==> config.mk <==
export PLATFORM = sky130hd
export DESIGN_NAME = pc_sequencer_flat
export DESIGN_NICKNAME = d
export VERILOG_FILES = /design/src/rtl/pc_sequencer_if.sv /design/src/rtl/pc_sequencer.sv /design/src/flat_wrapper.sv
export SDC_FILE = /design/constraint.sdc
export NUM_CORES = 1
export LEC_CHECK = 0
export BUFFER_PORTS_ARGS = -buffer_cell sky130_fd_sc_hd__buf_4
export CAP_MARGIN = 10
export CORE_MARGIN = 3
export CORE_UTILIZATION = 40
export CTS_CLUSTER_SIZE = 12
export DETAILED_ROUTE_END_ITERATION = 6
export PLACE_DENSITY = 0.61
export SETUP_SLACK_MARGIN = 0.05
export SYNTH_ARGS = -nofsm -noshare
export SYNTH_HDL_FRONTEND = slang
export SYNTH_SLANG_ARGS = --single-unit
export TNS_END_PERCENT = 5
==> constraint.sdc <==
create_clock -name clk -period 4.3 [get_ports clk]
set_input_delay 0.86 -clock clk [delete_from_list [all_inputs] [get_ports clk]]
set_output_delay 0.86 -clock clk [all_outputs]
set_load 0.005 [all_outputs]
==> src/rtl/pc_sequencer_if.sv <==
// Fetch-side bundle: instruction-memory read channel plus the consumer handshake.
// Latency: none, this is a plain signal bundle with no logic.
// Backpressure: memAck stalls the read channel; instrReady stalls the consumer side.
interface pc_sequencer_if;
   logic       memReq;
   logic [7:0] memAddr;
   logic       memAck;
   logic [7:0] memData;
   logic       instrValid;
   logic [7:0] instr;
   logic [7:0] instrAddr;
   logic       instrReady;
   logic       redirect;
   logic [7:0] target;
   logic       callEn;
   logic       retEn;
   logic       halt;

   // Sequencer view: drives the read request and presents fetched instructions.
   modport master (
      output memReq, memAddr, instrValid, instr, instrAddr,
      input  memAck, memData, instrReady, redirect, target, callEn, retEn, halt
   );

   // Environment view: memory model plus instruction consumer.
   modport slave (
      input  memReq, memAddr, instrValid, instr, instrAddr,
      output memAck, memData, instrReady, redirect, target, callEn, retEn, halt
   );
endinterface

==> src/rtl/pc_sequencer.sv <==
// Program-counter sequencer: fetches bytes, presents them, follows redirect/call/return/halt.
// Latency: one cycle in REQ (memAck permitting) plus one in HOLD (instrReady permitting) per fetch.
// Backpressure: memAddr is held until memAck; instr/instrAddr are held until instrReady.
module pc_sequencer #(
   parameter int STACK_DEPTH = 4
) (
   input  logic                  clk,
   input  logic                  reset,
   input  logic                  start,
   pc_sequencer_if.master        bus,
   output logic                  halted,
   output logic                  stackErr
);

   localparam int SPW = $clog2(STACK_DEPTH + 1);
   localparam int IW  = $clog2(STACK_DEPTH);
   localparam logic [SPW-1:0] SP_FULL = SPW'(STACK_DEPTH);
   localparam logic [SPW-1:0] SP_ONE  = SPW'(1);

   typedef enum logic [1:0] {IDLE, REQ, HOLD, HALTED} state_t;

   state_t         state;
   state_t         stateNext;
   logic [7:0]     pc;
   logic [7:0]     pcNext;
   logic [7:0]     instrR;
   logic [7:0]     instrAddrR;
   logic [7:0]     stack [STACK_DEPTH];
   logic [SPW-1:0] sp;
   logic [SPW-1:0] spNext;
   logic [IW-1:0]  topIdx;
   logic [IW-1:0]  pushIdx;
   logic           push;
   logic           errSet;
   logic           fetchDone;

   // The return address always lives one slot below the pointer; pushes land at the pointer.
   assign topIdx    = IW'(sp - SP_ONE);
   assign pushIdx   = sp[IW-1:0];
   assign fetchDone = (state == REQ) && bus.memAck;

   assign bus.memReq     = (state == REQ);
   assign bus.memAddr    = pc;
   assign bus.instrValid = (state == HOLD);
   assign bus.instr      = instrR;
   assign bus.instrAddr  = instrAddrR;
   assign halted         = (state == HALTED);

   // State register; reset wins over every other input.
   always_ff @(posedge clk) begin
      if (reset) state <= IDLE;
      else       state <= stateNext;
   end

   // Next-state and next-pc selection; control inputs only matter on the HOLD handshake.
   always_comb begin
      stateNext = state;
      pcNext    = pc;
      spNext    = sp;
      push      = 1'b0;
      errSet    = 1'b0;
      case (state)
         IDLE: begin
            if (start) begin
               stateNext = REQ;
               pcNext    = 8'h00;
            end
         end
         REQ: begin
            if (bus.memAck) stateNext = HOLD;
         end
         HOLD: begin
            if (bus.instrReady) begin
               if (bus.halt) begin
                  stateNext = HALTED;
               end else if (bus.retEn) begin
                  if (sp == '0) begin
                     errSet    = 1'b1;
                     stateNext = HALTED;
                  end else begin
                     spNext    = sp - SP_ONE;
                     pcNext    = stack[topIdx];
                     stateNext = REQ;
                  end
               end else if (bus.callEn) begin
                  if (sp == SP_FULL) begin
                     errSet    = 1'b1;
                     stateNext = HALTED;
                  end else begin
                     push      = 1'b1;
                     spNext    = sp + SP_ONE;
                     pcNext    = bus.target;
                     stateNext = REQ;
                  end
               end else if (bus.redirect) begin
                  pcNext    = bus.target;
                  stateNext = REQ;
               end else begin
                  // 8-bit add wraps 0xFF to 0x00 silently.
                  pcNext    = instrAddrR + 8'd1;
                  stateNext = REQ;
               end
            end
         end
         HALTED: begin
            stateNext = HALTED;
         end
         default: begin
            stateNext = IDLE;
         end
      endcase
   end

   // Datapath registers: pc, captured instruction, stack pointer and the sticky error flag.
   always_ff @(posedge clk) begin
      if (reset) begin
         pc         <= 8'h00;
         instrR     <= 8'h00;
         instrAddrR <= 8'h00;
         sp         <= '0;
         stackErr   <= 1'b0;
      end else begin
         pc <= pcNext;
         sp <= spNext;
         if (fetchDone) begin
            instrR     <= bus.memData;
            instrAddrR <= pc;
         end
         if (errSet) stackErr <= 1'b1;
      end
   end

   // Return-address storage; contents need no reset because the pointer gates every read.
   always_ff @(posedge clk) begin
      if (!reset && push) stack[pushIdx] <= instrAddrR + 8'd1;
   end

endmodule

==> src/flat_wrapper.sv <==
// flat-port wrapper written by rule: the top's interface ports become plain ports
module pc_sequencer_flat 
#(
   parameter int STACK_DEPTH = 4
)
  (clk, reset, start, halted, stackErr, bus_memReq, bus_memAddr, bus_instrValid, bus_instr, bus_instrAddr, bus_memAck, bus_memData, bus_instrReady, bus_redirect, bus_target, bus_callEn, bus_retEn, bus_halt);
  pc_sequencer_if bus_i ();
  input  logic clk;
  input  logic reset;
  input  logic start;
  output logic halted;
  output logic stackErr;
  output wire logic [$bits(bus_i.memReq)-1:0] bus_memReq;
  output wire logic [$bits(bus_i.memAddr)-1:0] bus_memAddr;
  output wire logic [$bits(bus_i.instrValid)-1:0] bus_instrValid;
  output wire logic [$bits(bus_i.instr)-1:0] bus_instr;
  output wire logic [$bits(bus_i.instrAddr)-1:0] bus_instrAddr;
  input wire logic [$bits(bus_i.memAck)-1:0] bus_memAck;
  input wire logic [$bits(bus_i.memData)-1:0] bus_memData;
  input wire logic [$bits(bus_i.instrReady)-1:0] bus_instrReady;
  input wire logic [$bits(bus_i.redirect)-1:0] bus_redirect;
  input wire logic [$bits(bus_i.target)-1:0] bus_target;
  input wire logic [$bits(bus_i.callEn)-1:0] bus_callEn;
  input wire logic [$bits(bus_i.retEn)-1:0] bus_retEn;
  input wire logic [$bits(bus_i.halt)-1:0] bus_halt;
  assign bus_memReq = bus_i.memReq;
  assign bus_memAddr = bus_i.memAddr;
  assign bus_instrValid = bus_i.instrValid;
  assign bus_instr = bus_i.instr;
  assign bus_instrAddr = bus_i.instrAddr;
  assign bus_i.memAck = bus_memAck;
  assign bus_i.memData = bus_memData;
  assign bus_i.instrReady = bus_instrReady;
  assign bus_i.redirect = bus_redirect;
  assign bus_i.target = bus_target;
  assign bus_i.callEn = bus_callEn;
  assign bus_i.retEn = bus_retEn;
  assign bus_i.halt = bus_halt;
  pc_sequencer #(.STACK_DEPTH(STACK_DEPTH)) u_core (.clk(clk), .reset(reset), .start(start), .bus(bus_i), .halted(halted), .stackErr(stackErr));
endmodule
==> results of run 1 <==
final cells by class:
type | instances | area, um2
fillers | 600 | 3190
flip-flops and latches | 62 | 1560
multi-input cells | 163 | 1110
repair buffers | 52 | 390
clock buffers | 14 | 143
well taps | 77 | 96.3
inverters | 8 | 30.0
clock inverters | 2 | 10.0
path summary, 6_finish.rpt:
check	start	endpoint	slack, ns	cells past startpoint
worst max-delay path	u_core.sp[0]$_SDFFE_PP0P_	u_core.stack[3][2]$_DFFE_PP_	1.63	5
worst min-delay path	u_core.bus.instr[3]$_SDFFE_PP0P_	u_core.bus.instr[3]$_SDFFE_PP0P_	0.46	2
worst max register to register	u_core.sp[0]$_SDFFE_PP0P_	u_core.stack[3][2]$_DFFE_PP_	1.63	5
worst min register to register	u_core.bus.instr[3]$_SDFFE_PP0P_	u_core.bus.instr[3]$_SDFFE_PP0P_	0.46	2
report_power, final:
| group | internal [mW] | leakage (nW) | switching [mW] |
|---|---|---|---|
| registers | 0.622 | 0.462 | 0.00636 |
| logic | 0.0381 | 0.613 | 0.0417 |
| clock network | 0.208 | 0.0784 | 0.201 |
registers in the layout, summed over array words and instances (netlist names):
signal,flops
u_core.bus.instr,8
u_core.stackErr,1
u_core.stack,32
u_core.state,2
u_core.sp,3
u_core.bus.memAddr,8
u_core.bus.instrAddr,8
per-layer routing:
metal / wire length (um) / global-route usage [%]
met3: 372 / 4.88
met5: 0 / 0
met2: 2950 / 25.1
met4: 49 / 5.28
met1: 2670 / 21.0
cell families (layout without fill, tap and decap cells):
logic type	count (synthesis)	in the layout	share of synthesized area, %
compound gates	48	48	11.8
xor+xnor	6	6	1.90
fa+ha+maj	6	6	2.71
mux	11	11	7.60
buf+inv	20	76	3.48
simple gates	92	92	16.1
flops	62	62	56.4
cell usage in the layout (no fill, tap or decap), drive strengths merged, types with 3 or more instances in the layout:
cell type / synthesis / layout
buf: 7 / 52
dfxtp: 30 / 30
inv: 8 / 8
ha: 6 / 6
mux2i: 3 / 3
nand3: 7 / 7
a22o: 3 / 3
nand2: 46 / 46
and2: 6 / 6
a21oi: 21 / 21
a32o: 3 / 3
or3: 4 / 4
o21ai: 9 / 9
clkbuf: 5 / 14
mux4: 8 / 8
nor2: 13 / 13
edfxtp: 32 / 32
xnor2: 4 / 4
nor3: 3 / 3
worst max-delay path, stage by stage, from the launching register on:
cell                       delay, ns
sky130_fd_sc_hd__dfxtp_1        0.71
sky130_fd_sc_hd__inv_1          0.23
sky130_fd_sc_hd__ha_1           0.29
sky130_fd_sc_hd__a21boi_1       0.30
sky130_fd_sc_hd__nor4b_2        0.37
sky130_fd_sc_hd__and2_1         0.42
==> results.toml, run 1 <==
[min_path]
worstHoldPathType = "reg -> reg"

[final_layout]
layoutNonFillerInstCount = 378
final_core_util_pct = 51.1
area_growth_syn_to_layout_pct = 20.7
fin_nets = 327
diode_insertion_count_for_antenna_repair = 0
finalInstanceArea_um2 = 3340
post_route_cells_drive_above_1_share_pct = 24.9

[global_route]
largest_net_degree_at_the_start_of_global_routing = 27
grt_overflow_total = 0
grt_pass1_vias = 1868
grt_util_all_layers_pct = 15.9
grt_pass1_wl_mm = 9.36
antenna_violations_before_repair = 0

[setup_path]
cp_required_ns = 4.29
worst-setup-path-type = "reg -> reg"
critPathArrivalTime_ns = 2.66
worstPathMaxFanout = 11
worst_setup_path_start_kind = "flip-flop"
critical_path.endpoint_type = "flip-flop"

[placement]
placedInstanceArea_um2 = 3190
post-dp-hpwl_mm = 4.49
dp_worst_setup_slack_ns = 1.62
place_congestion = 0.813
post-place-cells = 362
io_buffers = 52

[floorplan]
core_region_area_um2 = 6530
row_count = 29
floorplan.initialDensity_pct = 42.4
design.portCount = 53
die_footprint_um2 = 7950
die-height_um = 89.2
die-width_um = 89.2

[clocking]
worst_skew_pair.late_latency_ns = 0.33
holdBufCountCts = 0
h_tree_lvls = 3
clockBufferDepth = 2
tritoncts = "built"
clk_pin_slew_ns = 0.06
cts_buffers = 9
cts_root_buf = "sky130_fd_sc_hd__clkbuf_8"
clock_sink_count = 62
post_cts.repair.setup_buffers = 0
post_cts_resized = 0

[synth]
synth_top_cell_area_share_pct = 34.7
top_flip_flop_cell_by_instance_count_after_synthesis = "sky130_fd_sc_hd__edfxtp_1"
synthesis.area_um2 = 2770
post-synth-top-area-cell = "sky130_fd_sc_hd__edfxtp_1"
synth-edff-count = 32
most_frequent_cells_after_synthesis = "sky130_fd_sc_hd__nand2_1 (46), sky130_fd_sc_hd__edfxtp_1 (32), sky130_fd_sc_hd__dfxtp_1 (30)"
synthMostInstantiatedCell = "sky130_fd_sc_hd__nand2_1"
synth_seq_cells = 62
synthCells = 245
ys_async_sr_fraction_pct = 0
synthDistinctLibCells = 44
yosysSeqAreaShare_pct = 56.4
yosys-top-cells-area = "sky130_fd_sc_hd__edfxtp_1 (35%), sky130_fd_sc_hd__dfxtp_1 (22%), sky130_fd_sc_hd__mux4_2 (6.5%), sky130_fd_sc_hd__nand2_1 (6.2%), sky130_fd_sc_hd__a21oi_1 (3.8%)"
syn_avg_cell_area_um2 = 11.3
postSynthNetCount = 276
synth_warn = 0

[drt]
routed_via_density = 5.29
drc_errors = 0
num_vias = 2000
dr.pass1.iters = 4
initial_drc_count = 100
total_detailed_routing_wirelength_mm = 6.04
routedWlPerCell_um = 16.0
detail-route-antenna-nets = 0

[timing]
timing.fmax_mhz = 375
grt_setup_unrepaired = "false"
slew_headroom_pct = 54.1
final_hold_viol_count = 0
holdWs_ns = 0.459
period_needed_ns = 2.67
final_number_of_max_transition_violations = 0
final-setup-viol-count = 0
ratio_of_final_minimum_period_to_clock_period_pct = 62.0
fin_worst_skew_ns = 0.00309
final_critical_path_setup_slack_ns = 1.63
worst_pin_slew_ns = 0.686
finalSetupTns_ns = 0

[power_and_ir_drop]
power.density_nw_per_um2 = 335
p_leak_nw = 1.15
totalPowerFinal_mw = 1.12
irDropWorstVdd_uv = 226

[run_status]
run_status = "finished, final reports clean"

[run]
max_cap_viols = 0
No activity file was read; power rests on OpenSTA's default activity.
==> run 2, diff against run 1 <==
Clock period 4.3 ns to 2.7 ns, I/O delays scaled along.
==> results.toml, run 2 (synthesis results as in run 1) <==
[run_status]
run_status = "finished, final reports clean"

[floorplan]
row_count = 29
die-width_um = 89.2
die-height_um = 89.2
design.portCount = 53
floorplan.initialDensity_pct = 42.4
core_region_area_um2 = 6530
die_footprint_um2 = 7950

[timing]
final-setup-viol-count = 0
holdWs_ns = 0.456
slew_headroom_pct = 55.3
ratio_of_final_minimum_period_to_clock_period_pct = 77.9
fin_worst_skew_ns = 0.0122
final_critical_path_setup_slack_ns = 0.597
final_number_of_max_transition_violations = 0
period_needed_ns = 2.10
final_hold_viol_count = 0
worst_pin_slew_ns = 0.668
finalSetupTns_ns = 0
timing.fmax_mhz = 475
grt_setup_unrepaired = "false"

[final_layout]
layoutNonFillerInstCount = 379
ff_latch_area_um2 = 1560
post_route_cells_drive_above_1_share_pct = 25.8
final_core_util_pct = 52.6
mostFrequentLayoutCell = "sky130_fd_sc_hd__buf_4"
max_flop_register = "u_core.stack"
layout.cells.most_common_list = "sky130_fd_sc_hd__buf_4 (53), sky130_fd_sc_hd__nand2_1 (46), sky130_fd_sc_hd__edfxtp_1 (32)"
area_growth_syn_to_layout_pct = 24.1
largest_reg_flops = 32
filler_cell_count = 584
diode_insertion_count_for_antenna_repair = 0
fin_nets = 328
multi_input_area_um2 = 1110

[clocking]
h_tree_lvls = 3
tritoncts = "built"
clockBufferDepth = 2
worst_skew_pair.late_latency_ns = 0.33
cts_buffers = 9
post_cts_resized = 0
cts_root_buf = "sky130_fd_sc_hd__clkbuf_8"
post_cts.repair.setup_buffers = 0
clk_pin_slew_ns = 0.07
holdBufCountCts = 0
clock_sink_count = 62

[drt]
num_vias = 1989
total_detailed_routing_wirelength_mm = 6.07
drc_errors = 0
routed_via_density = 5.25
initial_drc_count = 110
routedWlPerCell_um = 16.0
dr.pass1.iters = 4
detail-route-antenna-nets = 0

[power_and_ir_drop]
swShare_pct = 19.5
p_leak_nw = 1.20
total_switching_power_mw = 0.408
seq_pwr_share_pct = 47.7
combinationalPowerShare_pct = 6.1
power.density_nw_per_um2 = 611
irDropWorstVdd_uv = 300
cellInternalPower_mw = 1.69
clock_power_share_pct = 46.2

[setup_path]
critical_path.endpoint_type = "flip-flop"
critPathArrivalTime_ns = 2.09
worst_setup_path_start_kind = "flip-flop"
cp_required_ns = 2.68
worstPathMaxFanout = 8
worst-setup-path-type = "reg -> reg"
crit_path_top_delay_cell = "sky130_fd_sc_hd__and2_1"
worst_path_dominant_cell_family = "simple AND/OR/NAND/NOR gates"
cp_cell_sequence = "inv_1 > ha_1 > a21boi_1 > nor4b_2 > and2_1"
worst_path_largest_cell_delay_ns = 0.41
timing.critical_path.buf_inv = 1

[run]
max_cap_viols = 0

[placement]
post-dp-hpwl_mm = 4.55
dp_worst_setup_slack_ns = 0.573
post-place-cells = 363
io_buffers = 52
place_congestion = 0.831

[min_path]
worstHoldPathType = "in -> reg"

[global_route]
antenna_violations_before_repair = 0
largest_net_degree_at_the_start_of_global_routing = 27
grt_pass1_wl_mm = 9.58
grt_overflow_total = 0
grt_util_all_layers_pct = 16.3
grt_pass1_vias = 1904
-- run 2: worst register-to-register path, delay by kind of cell, from the launching register on --
family	cells	cell delay, ns
buf+inv	1	0.10
simple gates	2	0.78
fa+ha+maj	1	0.23
flops	1	0.35
compound gates	1	0.29
-- run 2: per-stage QoR --
stage / power, mW / area, um2
2_1_floorplan: 1.09 / 2770
3_5_place_dp: 1.15 / 3190
5_1_grt: 2.18 / 3430
3_3_place_gp: 1.15 / 3190
6_report: 2.10 / 3430
4_1_cts: 2.12 / 3430
-- run 2: power by group through the flow --
stage | sequential, mW | combinational, mW | clock (mW)
2_1_floorplan | 1.02 | 0.0767 | 0
3_3_place_gp | 1.02 | 0.128 | 0
3_5_place_dp | 1.02 | 0.129 | 0
4_1_cts | 1.00 | 0.129 | 0.986
5_1_grt | 1.00 | 0.143 | 1.04
6_report | 1.00 | 0.129 | 0.968
-- run 2: worst paths after layout --
check                                    from                                to  slack [ns]  depth (start not counted)
max                 u_core.sp[1]$_SDFFE_PP0P_      u_core.stack[2][6]$_DFFE_PP_        0.60                          5
min                            bus_memData[1]  u_core.bus.instr[1]$_SDFFE_PP0P_        0.46                          3
max reg2reg         u_core.sp[1]$_SDFFE_PP0P_      u_core.stack[2][6]$_DFFE_PP_        0.60                          5
min reg2reg  u_core.bus.instr[6]$_SDFFE_PP0P_  u_core.bus.instr[6]$_SDFFE_PP0P_        0.46                          2
-- run 2: cell type report --
type	instances	share of cell area, %
Clock inverter	4	2.73
Multi-Input combinational cell	163	32.3
Tap cell	77	2.81
Clock buffer	12	4.23
Inverter	8	0.875
Timing Repair Buffer	53	11.6
Sequential cell	62	45.5
-- run 2: per-layer routing --
layer | global-route usage [%] | vias up | share of wire [%]
met5 | 0 | - | 0
met4 | 5.82 | 0 | 1.2
met3 | 5.44 | 6 | 4.9
met2 | 25.7 | 48 | 49
met1 | 21.1 | 945 | 45
li1 | - | 990 | -
